**config.mk**
```make
export PLATFORM = sky130hd
export DESIGN_NAME = fp_mul_arbiter
export DESIGN_NICKNAME = d
export VERILOG_FILES = /design/src/rtl/fp_mul_arbiter.sv
export SDC_FILE = /design/constraint.sdc
export NUM_CORES = 1
export LEC_CHECK = 0
export ABC_AREA = 1
export CORE_MARGIN = 8
export CORE_UTILIZATION = 45
export CTS_CLUSTER_SIZE = 25
export DETAILED_ROUTE_END_ITERATION = 10
export PLACE_DENSITY = 0.86
export SLEW_MARGIN = 15
export SYNTH_ARGS = -nofsm -noshare
export SYNTH_HDL_FRONTEND = slang
export SYNTH_SLANG_ARGS = --single-unit
```
**constraint.sdc**
```tcl
create_clock -name clk -period 2.5 [get_ports clk]
set_input_delay 0.5 -clock clk [delete_from_list [all_inputs] [get_ports clk]]
set_output_delay 0.5 -clock clk [all_outputs]
set_load 0.03 [all_outputs]
```
**src/rtl/fp_mul_arbiter.sv**
```systemverilog
`default_nettype none
// ============================================================================
// Module   : fp_mul_arbiter
// Purpose  : Round-robin arbiter and sequencer that lets two requesters share
//            one pipelined single-precision multiplier. Operand pairs are
//            accepted through valid/ready handshakes, registered onto the
//            multiplier inputs, and their owner is carried down a tag pipeline
//            that matches the multiplier latency. Results are routed back to
//            the owning requester, and each requester keeps sticky exception
//            flags.
// Revision : 1.0 - initial release
// ----------------------------------------------------------------------------
// Parameters
//   LAT          multiplier latency in cycles (legal range 1..8)
// Ports
//   clk          rising-edge clock
//   rst_n        asynchronous active-low reset
//   reqN_valid   requester N presents an operand pair
//   reqN_ready   grant to requester N (combinational)
//   reqN_a/b     requester N operands (IEEE-754 single)
//   mul_a/b      registered operands driven to the multiplier
//   mul_z        multiplier result
//   mul_status   multiplier status {0,0,inexact,huge,tiny,nan,inf,zero}
//   rspN_valid   one-cycle result pulse to requester N
//   rspN_z       registered result for requester N
//   rspN_status  registered status for requester N
//   stickyN      accumulated status bits [5:0] for requester N
//   clr_stickyN  synchronous clear of stickyN
//   busy         at least one operation is in flight
// ============================================================================
module fp_mul_arbiter #(
    parameter int LAT = 2
) (
    input  logic        clk,
    input  logic        rst_n,
    input  logic        req0_valid,
    output logic        req0_ready,
    input  logic [31:0] req0_a,
    input  logic [31:0] req0_b,
    input  logic        req1_valid,
    output logic        req1_ready,
    input  logic [31:0] req1_a,
    input  logic [31:0] req1_b,
    output logic [31:0] mul_a,
    output logic [31:0] mul_b,
    input  logic [31:0] mul_z,
    input  logic [7:0]  mul_status,
    output logic        rsp0_valid,
    output logic [31:0] rsp0_z,
    output logic [7:0]  rsp0_status,
    output logic        rsp1_valid,
    output logic [31:0] rsp1_z,
    output logic [7:0]  rsp1_status,
    output logic [7:0]  sticky0,
    output logic [7:0]  sticky1,
    input  logic        clr_sticky0,
    input  logic        clr_sticky1,
    output logic        busy
);

    // Requester id of the most recent completed handshake (1 = requester 1).
    logic        r_last_grant;
    logic [31:0] r_mul_a;
    logic [31:0] r_mul_b;

    // Tag pipeline: index 0 is loaded on the handshake edge, index LAT lines
    // up with the cycle in which mul_z/mul_status belong to that operation.
    logic [LAT:0] r_stg_vld;
    logic [LAT:0] r_stg_tag;

    logic        r_rsp0_valid;
    logic [31:0] r_rsp0_z;
    logic [7:0]  r_rsp0_status;
    logic        r_rsp1_valid;
    logic [31:0] r_rsp1_z;
    logic [7:0]  r_rsp1_status;
    logic [7:0]  r_sticky0;
    logic [7:0]  r_sticky1;

    logic        w_grant0;
    logic        w_grant1;
    logic        w_cap0;
    logic        w_cap1;
    logic [7:0]  w_new_flags;

    // ------------------------------------------------------------------------
    // Arbitration: a lone requester always wins; on a tie the requester that
    // was not granted last wins. The two terms are mutually exclusive.
    // ------------------------------------------------------------------------
    always_comb begin
        w_grant0 = req0_valid & (~req1_valid |  r_last_grant);
        w_grant1 = req1_valid & (~req0_valid | ~r_last_grant);
    end

    assign req0_ready = w_grant0;
    assign req1_ready = w_grant1;

    // ------------------------------------------------------------------------
    // Issue register: operands only change on a handshake, so the multiplier
    // inputs stay quiet while idle.
    // ------------------------------------------------------------------------
    always_ff @(posedge clk or negedge rst_n) begin
        if (!rst_n) begin
            r_last_grant <= 1'b1;
            r_mul_a      <= 32'h0;
            r_mul_b      <= 32'h0;
        end else if (w_grant0) begin
            r_last_grant <= 1'b0;
            r_mul_a      <= req0_a;
            r_mul_b      <= req0_b;
        end else if (w_grant1) begin
            r_last_grant <= 1'b1;
            r_mul_a      <= req1_a;
            r_mul_b      <= req1_b;
        end
    end

    assign mul_a = r_mul_a;
    assign mul_b = r_mul_b;

    // ------------------------------------------------------------------------
    // Tag pipeline, shifted every cycle regardless of traffic.
    // ------------------------------------------------------------------------
    always_ff @(posedge clk or negedge rst_n) begin
        if (!rst_n) begin
            r_stg_vld <= '0;
            r_stg_tag <= '0;
        end else begin
            r_stg_vld[0]     <= w_grant0 | w_grant1;
            r_stg_tag[0]     <= w_grant1;
            r_stg_vld[LAT:1] <= r_stg_vld[LAT-1:0];
            r_stg_tag[LAT:1] <= r_stg_tag[LAT-1:0];
        end
    end

    assign busy = |r_stg_vld;

    // ------------------------------------------------------------------------
    // Response capture and sticky flags.
    // ------------------------------------------------------------------------
    always_comb begin
        w_cap0      = r_stg_vld[LAT] & ~r_stg_tag[LAT];
        w_cap1      = r_stg_vld[LAT] &  r_stg_tag[LAT];
        w_new_flags = {2'b00, mul_status[5:0]};
    end

    always_ff @(posedge clk or negedge rst_n) begin
        if (!rst_n) begin
            r_rsp0_valid  <= 1'b0;
            r_rsp0_z      <= 32'h0;
            r_rsp0_status <= 8'h0;
            r_rsp1_valid  <= 1'b0;
            r_rsp1_z      <= 32'h0;
            r_rsp1_status <= 8'h0;
        end else begin
            r_rsp0_valid <= w_cap0;
            r_rsp1_valid <= w_cap1;
            if (w_cap0) begin
                r_rsp0_z      <= mul_z;
                r_rsp0_status <= mul_status;
            end
            if (w_cap1) begin
                r_rsp1_z      <= mul_z;
                r_rsp1_status <= mul_status;
            end
        end
    end

    // A clear coinciding with a capture keeps only the freshly captured bits.
    always_ff @(posedge clk or negedge rst_n) begin
        if (!rst_n) begin
            r_sticky0 <= 8'h0;
            r_sticky1 <= 8'h0;
        end else begin
            if (w_cap0) begin
                r_sticky0 <= (clr_sticky0 ? 8'h00 : r_sticky0) | w_new_flags;
            end else if (clr_sticky0) begin
                r_sticky0 <= 8'h00;
            end
            if (w_cap1) begin
                r_sticky1 <= (clr_sticky1 ? 8'h00 : r_sticky1) | w_new_flags;
            end else if (clr_sticky1) begin
                r_sticky1 <= 8'h00;
            end
        end
    end

    assign rsp0_valid  = r_rsp0_valid;
    assign rsp0_z      = r_rsp0_z;
    assign rsp0_status = r_rsp0_status;
    assign rsp1_valid  = r_rsp1_valid;
    assign rsp1_z      = r_rsp1_z;
    assign rsp1_status = r_rsp1_status;
    assign sticky0     = r_sticky0;
    assign sticky1     = r_sticky1;

endmodule
`default_nettype wire

```
==> metrics.txt <==
YS warnings=0; TritonCTS clock tree=done; NumNets Final=between 1,000 and 1,500; type of destination of the critical path=primary output; post-synthesis sequential area ratio=a little under three fifths; Port Buffer Count=between 300 and 400; RePlAce Congestion=about 0.86; top cell type's share of synthesized area=around 56%; Peak Freq=0.420 GHz; P per Cell Area=slightly above 800 mW/mm²; clock latency on the worst-skew pair=about 430 ps; Post-CTS Setup Repair Bufs=0; # H-tree levels=4; ys flop type=dfrtp_1; row count=46; Worst-path clk slew=roughly 70 ps; RSZ-0062 raised after global routing=false; synth unique cells=17; Final Hold Viols=0; cts repair resizes=0; WL/cell=around 17 µm; largest net degree at the start of global routing=127; Clock Tree Buf Depth=2; total number of vias=about 7,100; part of the cycle the worst path needs=a little over nine tenths; worst slew pin tran=about 930 ps; Post-synth EDFFs=0; ys async rst share=100%; first-pass GRT wire length=between 30,000 and 40,000 µm; Pre-antenna DRT Iters=5; fin cells=roughly 1,500; share of layout cells above drive strength 1=4.43%; die area=approximately 0.021 mm²; headroom to the max-slew limit=between 30% and 40%; CTS Sinks=roughly 170; Final Skew=approximately 14 ps; Avg Inst Size Synth=between 7 and 8 µm²; Static Leak=roughly 5.7 nW; post-placement cell count=between 1,000 and 1,500; setup TNS=0 ps; Slew Limit Fails=0; Die H=roughly 140 µm; Yosys reg bits=165; gr ovfl total=0; multi-input logic area=about 0.0025 mm²; final worst setup slack=about 120 ps; CP Data Arrival Time=1880 ps; Worst Path Max Fanout=5; worst hold path type=input pin to asynchronous set/reset pin; DR vias/cell=slightly below 5; cell taking the most area after synthesis=dfrtp_1; DRT antenna net count=0; dpl ws=about 440 ps; DRT iter0 DRCs=between 300 and 400; num ports=339; Netlist Area Pre-Place=approximately 0.0073 mm²; vias in the first global route=between 7,000 and 8,000; Max rail drop VDD=between 0.0004 and 0.0005 V; critical path required time=around 2000 ps; Num CTS Buffers=17; Synth area leaders=dfrtp_1 56%, nand2_1 19%, nand3_1 8.0%, inv_1 5.8%, o21ai_0 3.9%; Max-Cap Viols=0; fillers=1,209; Die X=around 140 µm; Total Wirelength=between 20,000 and 30,000 µm; Syn Inst Count=just over 900; final setup fails=0; residual DRC count=0; status=completed; startpoint type of the worst setup path=flop; total track usage=between 20% and 30%; final critical-path required period=roughly 2400 ps; core area=about 0.016 mm²; Crit Path Category=flop to primary output; register area=approximately 0.0041 mm²; top-count cell post-synth=nand2_1; Post-DP HPWL=~19,000 µm; Area growth syn-to-layout=55.7%; CTS root buf=clkbuf_16; CTS Hold Buffers Added=0; initial antenna violation count=1; Post-synth top cells=376 x nand2_1, 164 x dfrtp_1, 117 x nand3_1; initial core utilization=a little under half
==> per-layer routing <==
| layer | vias to the layer above | GRT usage [%] | wire [µm] |
|---|---|---|---|
| met5 | - | 0 | 13 |
| li1 | 3433 | - | - |
| met4 | 2 | 11.8 | 744 |
| met3 | 49 | 10.2 | 3090 |
| met2 | 330 | 39.6 | 12200 |
| met1 | 3323 | 26.8 | 9110 |
==> cells by family (layout without fill, tap and decap cells) <==
group                  Yosys count  count (layout)  synth area share [%]
and+or+nand+nor                497             497                  27.8
DFF                            165             165                  56.6
AOI/OAI and AO/OA               81              81                  5.55
other                            1               7                0.0514
buffers and inverters          176             494                  10.0
==> area by class of cell <==
cell class / count / area share [%]
Antenna cell: 3 / 0.0661
Clock buffer: 19 / 3.81
Clock inverter: 13 / 1.26
Inverter: 116 / 3.84
Multi-Input combinational cell: 582 / 21.6
Sequential cell: 165 / 36.3
Tap cell: 216 / 2.38
Timing Repair Buffer: 346 / 30.7
==> registers in the layout (all words and copies together), names as in the netlist, 6 cells and up <==
register,cells
mul_a,32
mul_b,32
rsp0_z,32
rsp1_z,32
rsp0_status,8
rsp1_status,8
sticky0,6
sticky1,6
==> critical path, stage by stage (launching register included) <==
cell	delay (ps)
dfstp_2	530
inv_2	50
nand2_4	60
nand2_4	80
inv_1	70
clkdlybuf4s50_1	670
==> path summary, 6_finish.rpt <==
check	cells past startpoint	from	slack (ps)	endpoint
min in group clk	0	r_stg_tag[1]	350	r_stg_tag[2]
worst min-delay path	1	rst_n	8	rsp1_z[21]
worst max register to register	3	r_stg_tag[2]	430	rsp0_z[5]
worst max-delay path	5	r_last_grant	120	req0_ready
max in group asynchronous	2	rst_n	1790	r_last_grant
worst min register to register	0	r_stg_tag[1]	350	r_stg_tag[2]
==> power breakdown <==
| part | leakage [nW] | switching (mW) | total (mW) | internal [mW] |
|---|---|---|---|---|
| Sequential | 1.97 | 0.258 | 3.40 | 3.14 |
| Combinational | 3.45 | 1.89 | 3.19 | 1.29 |
| Clock | 0.274 | 1.16 | 2.56 | 1.41 |
==> metrics by stage <==
stage | total power, mW | cell area, µm² | hold slack [ps] | utilization [%]
2_1_floorplan | 5.06 | 7310 | 204 | -
3_3_place_gp | 6.56 | 10800 | 340 | 67.9
3_5_place_dp | 6.64 | 10800 | 343 | 67.9
4_1_cts | 9.21 | 11400 | 7.47 | 71.5
5_1_grt | 9.56 | 11400 | 27.9 | 71.5
6_report | 9.14 | 11400 | 8.15 | 71.5
==> placed cells by master (no fill, tap or decap) <==
| cell | count |
|---|---|
| clkbuf_1 | 2 |
| nand2_2 | 2 |
| inv_1 | 113 |
| clkinvlp_4 | 2 |
| clkinv_8 | 1 |
| buf_6 | 1 |
| nor2_1 | 1 |
| nor2_4 | 1 |
| bufinv_16 | 1 |
| o21ai_1 | 24 |
| buf_2 | 2 |
| o21ai_0 | 57 |
| nand2_1 | 374 |
| dfstp_2 | 1 |
| nand2_4 | 2 |
| clkdlybuf4s50_1 | 330 |
| inv_2 | 2 |
| clkinv_2 | 1 |
| buf_12 | 5 |
| inv_6 | 4 |
| dfrtp_1 | 164 |
| buf_4 | 8 |
| inv_8 | 1 |
| conb_1 | 4 |
| clkbuf_16 | 17 |
| nand3_1 | 117 |
| clkinv_4 | 4 |
| diode_2 | 3 |
Note: power is estimated with default switching activity, not from simulation.
